## config.mk

```make
export PLATFORM = sky130hd
export DESIGN_NAME = i2c_reg_ctrl
export DESIGN_NICKNAME = d
export VERILOG_FILES = /design/src/rtl/i2c_pkg.sv /design/src/rtl/i2c_reg_bank.sv /design/src/rtl/i2c_reg_ctrl.sv
export SDC_FILE = /design/constraint.sdc
export NUM_CORES = 1
export LEC_CHECK = 0
export CAP_MARGIN = 20
export CORE_UTILIZATION = 50
export CTS_BUF_LIST = sky130_fd_sc_hd__clkbuf_4
export DETAILED_ROUTE_END_ITERATION = 12
export PLACE_DENSITY = 0.93
export SYNTH_ARGS = -nofsm -noshare
export SYNTH_HDL_FRONTEND = slang
export SYNTH_HIERARCHICAL = 1
export SYNTH_SLANG_ARGS = --single-unit
export TNS_END_PERCENT = 100
```

## constraint.sdc

```tcl
create_clock -name clk -period 2.9 [get_ports clk]
set_input_delay 0.725 -clock clk [delete_from_list [all_inputs] [get_ports clk]]
set_output_delay 0.725 -clock clk [all_outputs]
set_load 0.01 [all_outputs]
```

## src/rtl/i2c_pkg.sv

```systemverilog
// Shared definitions for the i2c register-bank controller.
// Contents:
//   BYTE_W   - width of one register / one received byte
//   state_e  - controller states IDLE/PTR/WRITE/DISCARD (2-bit)
//   ptr_w()  - pointer width for a given register count (at least 1 bit)
// Optional feature macro used by the files importing this package:
//   I2C_REG_CTRL_SHADOW_EN
package i2c_pkg;

  localparam int BYTE_W = 8;

  typedef enum logic [1:0] {
    IDLE    = 2'd0,
    PTR     = 2'd1,
    WRITE   = 2'd2,
    DISCARD = 2'd3
  } state_e;

  // Smallest width able to index n registers; never below one bit.
  function automatic int ptr_w(input int n);
    int w;
    w = 32'sd1;
    while ((32'sd1 << w) < n) begin
      w = w + 32'sd1;
    end
    return w;
  endfunction

endpackage

```

## src/rtl/i2c_reg_bank.sv

```systemverilog
// Register storage for the i2c register-bank controller.
// Ports:
//   clk, rst            - clock, asynchronous active-high reset
//   wr_en_i/addr/data   - single write port driven by the controller
//   regs_o              - flattened live bank, reg k at [8k+7:8k]
//   (I2C_REG_CTRL_SHADOW_EN only)
//   commit_i            - copy every dirty shadow register to live this cycle
//   commit_valid_o      - at least one shadow register is dirty
//   commit_idx_o/data_o - lowest dirty index and its shadow value
// Without I2C_REG_CTRL_SHADOW_EN writes land directly in the live bank.
module i2c_reg_bank
  import i2c_pkg::*;
#(
  parameter int                NUM_REGS  = 8,
  parameter logic [BYTE_W-1:0] RESET_VAL = 8'h00,
  parameter int                PTR_W     = ptr_w(NUM_REGS)
) (
  input  logic                         clk,
  input  logic                         rst,
  input  logic                         wr_en_i,
  input  logic [PTR_W-1:0]             wr_addr_i,
  input  logic [BYTE_W-1:0]            wr_data_i,
`ifdef I2C_REG_CTRL_SHADOW_EN
  input  logic                         commit_i,
  output logic                         commit_valid_o,
  output logic [PTR_W-1:0]             commit_idx_o,
  output logic [BYTE_W-1:0]            commit_data_o,
`endif
  output logic [NUM_REGS*BYTE_W-1:0]   regs_o
);

  logic [NUM_REGS-1:0][BYTE_W-1:0] live_q;
  logic [NUM_REGS-1:0][BYTE_W-1:0] live_d;

`ifdef I2C_REG_CTRL_SHADOW_EN
  logic [NUM_REGS-1:0][BYTE_W-1:0] shadow_q;
  logic [NUM_REGS-1:0][BYTE_W-1:0] shadow_d;
  logic [NUM_REGS-1:0]             dirty_q;
  logic [NUM_REGS-1:0]             dirty_d;

  // Lowest dirty index: scanning downward leaves the smallest match last.
  always_comb begin
    commit_idx_o = {PTR_W{1'b0}};
    for (int k = NUM_REGS - 1; k >= 0; k--) begin
      if (dirty_q[k]) begin
        commit_idx_o = k[PTR_W-1:0];
      end else begin
        commit_idx_o = commit_idx_o;
      end
    end
  end

  assign commit_valid_o = |dirty_q;
  assign commit_data_o  = shadow_q[commit_idx_o];

  // Shadow capture, dirty tracking and atomic shadow-to-live copy.
  always_comb begin
    live_d   = live_q;
    shadow_d = shadow_q;
    dirty_d  = dirty_q;
    if (commit_i) begin
      for (int k = 0; k < NUM_REGS; k++) begin
        if (dirty_q[k]) begin
          live_d[k] = shadow_q[k];
        end else begin
          live_d[k] = live_q[k];
        end
      end
      dirty_d = {NUM_REGS{1'b0}};
    end else begin
      dirty_d = dirty_q;
    end
    if (wr_en_i) begin
      shadow_d[wr_addr_i] = wr_data_i;
      dirty_d[wr_addr_i]  = 1'b1;
    end else begin
      shadow_d = shadow_q;
    end
  end

  // Shadow bank and dirty mask registers.
  always_ff @(posedge clk or posedge rst) begin
    if (rst) begin
      shadow_q <= {NUM_REGS{RESET_VAL}};
      dirty_q  <= {NUM_REGS{1'b0}};
    end else begin
      shadow_q <= shadow_d;
      dirty_q  <= dirty_d;
    end
  end
`else
  // Direct write into the live bank.
  always_comb begin
    live_d = live_q;
    if (wr_en_i) begin
      live_d[wr_addr_i] = wr_data_i;
    end else begin
      live_d = live_q;
    end
  end
`endif

  // Live bank register.
  always_ff @(posedge clk or posedge rst) begin
    if (rst) begin
      live_q <= {NUM_REGS{RESET_VAL}};
    end else begin
      live_q <= live_d;
    end
  end

  assign regs_o = live_q;

endmodule

```

## src/rtl/i2c_reg_ctrl.sv

```systemverilog
// Register-bank controller behind the i2c write-only slave. The first byte
// after START selects the register pointer; each further byte writes the
// register at the pointer, which then auto-increments.
// Ports:
//   clk, reset          - clock, asynchronous active-high reset
//   start_i, stop_i     - 1-cycle START / STOP pulses from the slave
//   data_i/data_valid_i - received byte and its 1-cycle qualifier
//   regs_o              - flattened bank, reg k at [8k+7:8k]
//   wr_strobe_o/addr/data - commit report, valid one cycle after the byte
//   busy_o              - high from START until STOP
//   err_o               - sticky error flag, cleared only by reset
// Optional macro I2C_REG_CTRL_SHADOW_EN: writes collect in a shadow bank and
// reach regs_o atomically at STOP; the strobe then reports the lowest
// dirty register of that commit.
module i2c_reg_ctrl
  import i2c_pkg::*;
#(
  parameter int                NUM_REGS  = 8,
  parameter logic [BYTE_W-1:0] RESET_VAL = 8'h00,
  parameter bit                WRAP      = 1'b1
) (
  input  logic                       clk,
  input  logic                       reset,
  input  logic                       start_i,
  input  logic                       stop_i,
  input  logic [BYTE_W-1:0]          data_i,
  input  logic                       data_valid_i,
  output logic [NUM_REGS*BYTE_W-1:0] regs_o,
  output logic                       wr_strobe_o,
  output logic [BYTE_W-1:0]          wr_addr_o,
  output logic [BYTE_W-1:0]          wr_data_o,
  output logic                       busy_o,
  output logic                       err_o
);

  localparam int             PTR_W      = ptr_w(NUM_REGS);
  localparam logic [8:0]     NUM_REGS_9 = 9'(NUM_REGS);
  localparam logic [PTR_W-1:0] LAST_PTR = PTR_W'(NUM_REGS - 1);

  state_e             state_q, state_d;
  logic [PTR_W-1:0]   ptr_q, ptr_d;
  logic               ovr_q, ovr_d;    // DISCARD was entered by running off the end
  logic               busy_q, busy_d;
  logic               err_q, err_d;
  logic               wr_strobe_q, wr_strobe_d;
  logic [BYTE_W-1:0]  wr_addr_q, wr_addr_d;
  logic [BYTE_W-1:0]  wr_data_q, wr_data_d;
  logic               wr_en_s;

`ifdef I2C_REG_CTRL_SHADOW_EN
  logic               commit_valid_s;
  logic [PTR_W-1:0]   commit_idx_s;
  logic [BYTE_W-1:0]  commit_data_s;
`endif

  i2c_reg_bank #(
    .NUM_REGS  (NUM_REGS),
    .RESET_VAL (RESET_VAL),
    .PTR_W     (PTR_W)
  ) u_bank (
    .clk            (clk),
    .rst            (reset),
    .wr_en_i        (wr_en_s),
    .wr_addr_i      (ptr_q),
    .wr_data_i      (data_i),
`ifdef I2C_REG_CTRL_SHADOW_EN
    .commit_i       (stop_i),
    .commit_valid_o (commit_valid_s),
    .commit_idx_o   (commit_idx_s),
    .commit_data_o  (commit_data_s),
`endif
    .regs_o         (regs_o)
  );

  // Next state, pointer and flags; START/STOP pre-empt any same-cycle byte.
  always_comb begin
    state_d = state_q;
    ptr_d   = ptr_q;
    ovr_d   = ovr_q;
    busy_d  = busy_q;
    err_d   = err_q;
    wr_en_s = 1'b0;
    if (stop_i) begin
      state_d = IDLE;
      ptr_d   = {PTR_W{1'b0}};
      ovr_d   = 1'b0;
      busy_d  = 1'b0;
      if (data_valid_i) begin
        err_d = 1'b1;
      end else begin
        err_d = err_q;
      end
    end else if (start_i) begin
      state_d = PTR;
      ptr_d   = {PTR_W{1'b0}};
      ovr_d   = 1'b0;
      busy_d  = 1'b1;
      if (data_valid_i) begin
        err_d = 1'b1;
      end else begin
        err_d = err_q;
      end
    end else if (data_valid_i) begin
      case (state_q)
        IDLE: begin
          err_d = 1'b1;
        end
        PTR: begin
          if (9'(data_i) < NUM_REGS_9) begin
            ptr_d   = data_i[PTR_W-1:0];
            state_d = WRITE;
          end else begin
            err_d   = 1'b1;
            ovr_d   = 1'b0;
            state_d = DISCARD;
          end
        end
        WRITE: begin
          wr_en_s = 1'b1;
          if (ptr_q == LAST_PTR) begin
            if (WRAP) begin
              ptr_d = {PTR_W{1'b0}};
            end else begin
              ovr_d   = 1'b1;
              state_d = DISCARD;
            end
          end else begin
            ptr_d = ptr_q + 1'b1;
          end
        end
        DISCARD: begin
          // Only an overrun discard flags further bytes; a bad pointer
          // already flagged once on entry.
          if (ovr_q) begin
            err_d = 1'b1;
          end else begin
            err_d = err_q;
          end
        end
        default: begin
          state_d = IDLE;
        end
      endcase
    end else begin
      state_d = state_q;
    end
  end

  // Commit report; address and data hold between strobes.
  always_comb begin
    wr_strobe_d = 1'b0;
    wr_addr_d   = wr_addr_q;
    wr_data_d   = wr_data_q;
`ifdef I2C_REG_CTRL_SHADOW_EN
    if (stop_i && commit_valid_s) begin
      wr_strobe_d = 1'b1;
      wr_addr_d   = 8'(commit_idx_s);
      wr_data_d   = commit_data_s;
    end else begin
      wr_strobe_d = 1'b0;
    end
`else
    if (wr_en_s) begin
      wr_strobe_d = 1'b1;
      wr_addr_d   = 8'(ptr_q);
      wr_data_d   = data_i;
    end else begin
      wr_strobe_d = 1'b0;
    end
`endif
  end

  // Controller state and output registers.
  always_ff @(posedge clk or posedge reset) begin
    if (reset) begin
      state_q     <= IDLE;
      ptr_q       <= {PTR_W{1'b0}};
      ovr_q       <= 1'b0;
      busy_q      <= 1'b0;
      err_q       <= 1'b0;
      wr_strobe_q <= 1'b0;
      wr_addr_q   <= 8'h00;
      wr_data_q   <= 8'h00;
    end else begin
      state_q     <= state_d;
      ptr_q       <= ptr_d;
      ovr_q       <= ovr_d;
      busy_q      <= busy_d;
      err_q       <= err_d;
      wr_strobe_q <= wr_strobe_d;
      wr_addr_q   <= wr_addr_d;
      wr_data_q   <= wr_data_d;
    end
  end

  assign wr_strobe_o = wr_strobe_q;
  assign wr_addr_o   = wr_addr_q;
  assign wr_data_o   = wr_data_q;
  assign busy_o      = busy_q;
  assign err_o       = err_q;

endmodule
```

==> results of run 1 <==
-- path summary, 6_finish.rpt --
kind                       slack [ns]                       endpoint              startpoint
min in group asynchronous        0.75  u_bank/regs_o[16]$_DFFE_PP0P_                   reset
hold reg to reg                  0.49              err_o$_DFFE_PP0P_       err_o$_DFFE_PP0P_
hold / removal                   0.49              err_o$_DFFE_PP0P_       err_o$_DFFE_PP0P_
max in group asynchronous        1.53  u_bank/regs_o[28]$_DFFE_PP0P_                   reset
setup / recovery                 0.62  u_bank/regs_o[39]$_DFFE_PP0P_                  stop_i
setup reg to reg                 0.78  u_bank/regs_o[39]$_DFFE_PP0P_  state_q[0]$_DFFE_PP0P_
-- placed cells by master (no fill, tap or decap), types with 2 or more instances in the layout --
master,n
a21oi_1,3
nand4b_1,3
nor2b_1,2
clkdlybuf4s50_1,90
mux2_4,9
inv_1,4
mux2_2,66
dfrtp_1,83
ha_1,6
nor4bb_2,2
conb_1,5
buf_4,14
clkbuf_4,11
nor2_1,6
mux2i_1,3
a211oi_1,6
-- state kept, by name, indices dropped and copies added, names as in the netlist --
register / cells
u_bank/regs_o: 64
wr_data_o: 8
ptr_q: 3
wr_addr_o: 3
state_q: 2
busy_o: 1
err_o: 1
wr_strobe_o: 1
-- worst register-to-register path, delay by kind of cell (launching register included) --
family                   cells  cell delay [ns]
adder cells (fa/ha/maj)      1             0.28
buffers and inverters        2             0.31
flip-flops                   1             0.43
multiplexers                 1             0.35
AND/OR/NAND/NOR              3             0.65
-- metal layers --
metal,GRT usage [%],up-vias,wire length (um)
li1,-,991,-
met1,27.8,1127,3210
met2,37.5,71,3880
met3,5.64,14,369
met4,8.79,0,153
met5,0,-,0
-- metrics by stage --
| stage | utilization (%) | cell area (um^2) | power [W] |
|---|---|---|---|
| detailed placement | 66.9 | 4520 | 0.00144 |
| floorplan | - | 3490 | 0.00132 |
| finish | 68.7 | 4640 | 0.00204 |
| CTS | 68.7 | 4640 | 0.00206 |
| global route | 68.7 | 4640 | 0.00212 |
| global placement | 66.9 | 4520 | 0.00143 |
-- cell type report --
| type | count | area (um^2) |
|---|---|---|
| multi-input cells | 124 | 1300 |
| flip-flops and latches | 83 | 2080 |
| clock inverters | 3 | 41.3 |
| well taps | 80 | 100 |
| repair buffers | 105 | 1030 |
| fillers | 463 | 2110 |
| inverters | 5 | 18.8 |
| clock buffers | 11 | 82.6 |
-- cells by family (layout without fill, tap and decap cells) --
family | count (synthesis) | in the layout | synth area share [%]
AO/OA/AOI/OAI | 13 | 13 | 2.73
flip-flops | 83 | 83 | 59.7
other | 1 | 5 | 0.108
AND/OR/NAND/NOR | 22 | 22 | 5.43
adder cells (fa/ha/maj) | 6 | 6 | 2.16
multiplexers | 78 | 78 | 26.1
buffers and inverters | 19 | 124 | 3.78
-- power groups by stage --
stage	clock, W	combinational, W	sequential [W]
final	0.000630	0.000205	0.00121
after global routing	0.000686	0.000223	0.00121
after CTS	0.000647	0.000209	0.00121
after detailed placement	0	0.000206	0.00123
after global placement	0	0.000200	0.00123
after floorplan	0	0.0000865	0.00124
==> results.yml, run 1 <==
run_status:
  outcome: "finished, final reports clean"
layout:
  areaGrowthSynthToFinish_pct: 33.5
  drive_above_1_share_pct: 33.5
  nNetsFinal: 347
  antenna_cells: 0
  stdcell_count: 411
critical_path:
  cp-end-kind: "flip-flop"
  critPathSlowestCell: "clkdlybuf4s50_1"
  crit_chain: "clkdlybuf4s50_1 > or2_1 > nor2_8 > nor4bb_2 > buf_4 > mux2_2"
  cpPeakStageDelay_ns: 0.46
  critical_path_required_ns: 3.21
  r2r_cells: 7
  arrival_ns: 2.59
  critPathBufInv: 2
  start_kind: "input port"
  critPathKind: "in -> reg"
  worst-path-stages: 6
  cp_max_fo: 9
  crit_family: "simple AND/OR/NAND/NOR gates"
clock_network:
  htreeDepth: 3
  cts_root_buf: "clkbuf_4"
  cts-hold-fix-buffers: 0
  cts_tree: "done"
  cts_sinks: 83
  cts_buffer_depth: 2
  post-cts-setup-buffer-count: 0
  cts-resized-gates: 0
  path_clk_slew_ns: 0.12
  numCtsBuffers: 9
  clk-insertion-delay-late_ns: 0.41
power:
  pwr-share-comb_pct: 10.0
  p_leak_nw: 2.23
  p_int_w: 0.00156
  pwr-share-seq_pct: 59.1
  pwr-share-clk_pct: 30.8
  power_density_nw_per_um2: 440
  switching_share_pct: 23.5
  netSwitchingPower_w: 0.000481
  vdd_drop_max_uv: 269
yosys:
  synth_area_um2: 3480
  ys_seq_area_share_pct: 59.7
  ys_async_sr_fraction_pct: 100
  synthDominantCellAreaShare_pct: 59.7
  synth_area_leaders: "dfrtp_1, mux2_2, mux2_4"
  synth.distinct_cells: 29
  synthTopCellsByCount: "dfrtp_1, mux2_2, mux2_4"
  synth_most_common_cell: "dfrtp_1"
  synth_edf_count: 0
  synth_top_flop_cell: "dfrtp_1"
  synth_warnings: 6
  synth_seq_cells: 83
  netlist_instances: 222
  synth_area_per_cell_um2: 15.7
  synth_top_area_cell: "dfrtp_1"
flow_run:
  maxCapViolations: 0
timing:
  finalSetupTns_ns: 0
  relSlewSlack_pct: 53.0
  hold_violations: 0
  worst_pin_slew_ns: 0.705
  setup_viol: 0
  min_period_over_period_pct: 78.6
  rsz0062_at_grt: "no"
  slew_violations: 0
  setup_slack_ns: 0.620
  clock.fmax_mhz: 439
  min_period_ns: 2.28
  skew_ns: 0.00720
  whs_ns: 0.494
placed_design:
  dpl.cell_count: 397
  gp_congestion: 0.736
  io_buffers: 90
  dpl_worst_slack_ns: 0.201
  hpwl_mm: 5.37
min_path:
  whs_path_depth: 1
  hp-class: "reg -> reg"
die:
  initial_core_util_pct: 51.5
  rows: 30
  coreArea_um2: 6760
  die_h_um: 85.4
  die_w_um: 85.4
  num_io_pins: 96
  die-area_um2: 7300
route:
  vias: 2203
  drt-total-wl_mm: 7.61
  routedWlPerCell_um: 18.5
  drtPass1Iterations: 4
  dr.first_iter.drc_count: 94
  ant_nets: 0
  vias_per_cell: 5.36
  drc: 0
global_routing:
  grt_use_total_pct: 22.3
  grt-ovfl-total: 0
  antenna_found_initial: 0
  grt_pass1_vias: 2304
  grt_pass1_wl_mm: 12.1
  grt_max_degree: 38
Power figures use the tool's default switching activity.
==> run 2, diff against run 1 <==
CORE_UTILIZATION = 45   (was 50)
PLACE_DENSITY = 0.89   (was 0.93)
clock period = 1.95 ns   (was 2.9 ns; I/O delays follow)
==> run 2 against run 1 <==
Net effect:
- flip-flop and latch count did not move
- non-clock buffer count grew 15
- die area increased by 11%
==> results.yml, run 2 (synthesis gave the netlist of run 1 again) <==
clock_network:
  numCtsBuffers: 9
  htreeDepth: 3
  cts_buffer_depth: 2
  clk-insertion-delay-late_ns: 0.42
  post-cts-setup-buffer-count: 0
  path_clk_slew_ns: 0.13
  cts_tree: "done"
  cts_sinks: 83
  cts_root_buf: "clkbuf_4"
critical_path:
  critPathBufInv: 2
  crit_chain: "clkdlybuf4s50_1 > or2_4 > nor2_8 > nor4bb_2 > buf_4 > mux2_2"
  cpPeakStageDelay_ns: 0.44
  start_kind: "input port"
  critPathSlowestCell: "clkdlybuf4s50_1"
  cp_max_fo: 8
  cp-end-kind: "flip-flop"
  crit_family: "buffers and inverters"
  critPathKind: "in -> reg"
  critical_path_required_ns: 2.26
  arrival_ns: 2.18
die:
  coreArea_um2: 7370
  num_io_pins: 96
  die_w_um: 89.9
  rows: 31
  initial_core_util_pct: 47.2
  die_h_um: 89.9
  die-area_um2: 8090
flow_run:
  maxCapViolations: 0
layout:
  final-seq-area_um2: 2080
  areaGrowthSynthToFinish_pct: 40.7
  stdcell_count: 447
  drive_above_1_share_pct: 37.9
  layout_commonest_cell: "clkdlybuf4s50_1"
  nNetsFinal: 362
  finalInstanceArea_um2: 4900
  multiInputGateArea_um2: 1400
  antenna_cells: 0
  largest_reg_flops: 64
  fillers: 559
  layout_common_cells: "clkdlybuf4s50_1, dfrtp_1, mux2_2"
placed_design:
  gp_congestion: 0.804
  placed_area_um2: 4760
  dpl.cell_count: 431
  hpwl_mm: 5.95
  io_buffers: 90
power:
  pwr-share-clk_pct: 30.9
  power_density_nw_per_um2: 630
  netSwitchingPower_w: 0.000760
  pwr-share-seq_pct: 58.2
  vdd_drop_max_uv: 439
  p_leak_nw: 2.33
  switching_share_pct: 24.6
  p_int_w: 0.00233
  pwr-share-comb_pct: 10.8
timing:
  hold_violations: 0
  clock.fmax_mhz: 535
  rsz0062_at_grt: "no"
  min_period_ns: 1.87
  slew_violations: 0
  skew_ns: 0.00862
  min_period_over_period_pct: 95.9
  setup_viol: 0
global_routing:
  grt_use_total_pct: 20.9
  grt_pass1_vias: 2414
  antenna_found_initial: 0
  grt-ovfl-total: 0
  grt_pass1_wl_mm: 12.8
  grt_max_degree: 51
route:
  dr.first_iter.drc_count: 72
  drc: 0
  vias_per_cell: 5.08
  routedWlPerCell_um: 18.1
  vias: 2269
  drt-total-wl_mm: 8.09
  drtPass1Iterations: 4
  ant_nets: 0
run_status:
  outcome: "finished, final reports clean"
min_path:
  hp-class: "in -> async"
run 2: cell count changes in the layout (fill, tap and decap cells not counted), moves of 2 or more:
cell,delta
mux2_2,-23
clkbuf_4,-2
mux2_4,+23
clkinv_2,+2
buf_4,+15
clkinv_4,+2
run 2: metal layers:
| layer | track usage, % | vias to the layer above | wire (um) |
|---|---|---|---|
| met1 | 26.4 | 1159 | 3440 |
| met3 | 5.84 | 10 | 507 |
| met2 | 34.6 | 76 | 4040 |
| met4 | 7.26 | 0 | 104 |
| li1 | - | 1024 | - |
| met5 | 0 | - | 0 |
run 2: final timing paths:
path / to / slack (ns) / from / cells past startpoint
setup / recovery: u_bank/regs_o[32]$_DFFE_PP0P_ / 0.08 / stop_i / 6
hold / removal: u_bank/regs_o[13]$_DFFE_PP0P_ / 0.36 / reset / 2
setup reg to reg: u_bank/regs_o[32]$_DFFE_PP0P_ / 0.15 / state_q[0]$_DFFE_PP0P_ / 7
hold reg to reg: err_o$_DFFE_PP0P_ / 0.50 / err_o$_DFFE_PP0P_ / 1
max in group asynchronous: u_bank/regs_o[3]$_DFFE_PP0P_ / 1.09 / reset / 3
min in group clk: err_o$_DFFE_PP0P_ / 0.50 / err_o$_DFFE_PP0P_ / 1
run 2: metrics by stage:
| step | hold WS [ns] | util [%] | TNS [ns] | setup WS, ns | power, W |
|---|---|---|---|---|---|
| after floorplan | 0.439 | - | -4.47 | -0.157 | 0.00197 |
| after global placement | 0.475 | 64.5 | -17.76 | -0.339 | 0.00215 |
| after detailed placement | 0.473 | 64.5 | -21.27 | -0.406 | 0.00217 |
| after CTS | 0.342 | 66.4 | 0 | 0.0449 | 0.00313 |
| after global routing | 0.361 | 66.5 | 0 | 0.0289 | 0.00321 |
| final | 0.356 | 66.5 | 0 | 0.0796 | 0.00309 |
run 2: layout make-up:
type                    instances  share of cell area, %
multi-input cells             124                   28.6
flip-flops and latches         83                   42.4
well taps                      99                   2.53
inverters                       5                  0.460
clock inverters                 7                   1.41
repair buffers                120                   23.2
clock buffers                   9                   1.38
run 2: power groups by stage:
stage / clock (W) / sequential (W) / combinational [W]
after floorplan: 0 / 0.00184 / 0.000132
after global placement: 0 / 0.00183 / 0.000326
after detailed placement: 0 / 0.00183 / 0.000337
after CTS: 0.000988 / 0.00180 / 0.000339
after global routing: 0.00104 / 0.00180 / 0.000361
final: 0.000955 / 0.00180 / 0.000335
run 2: timing repair:
| item | CTS | global route |
|---|---|---|
| resized for setup | 0 | 2 |
| endpoints found under the setup margin | 0 | 1 |
| hold buffers | 0 | 0 |
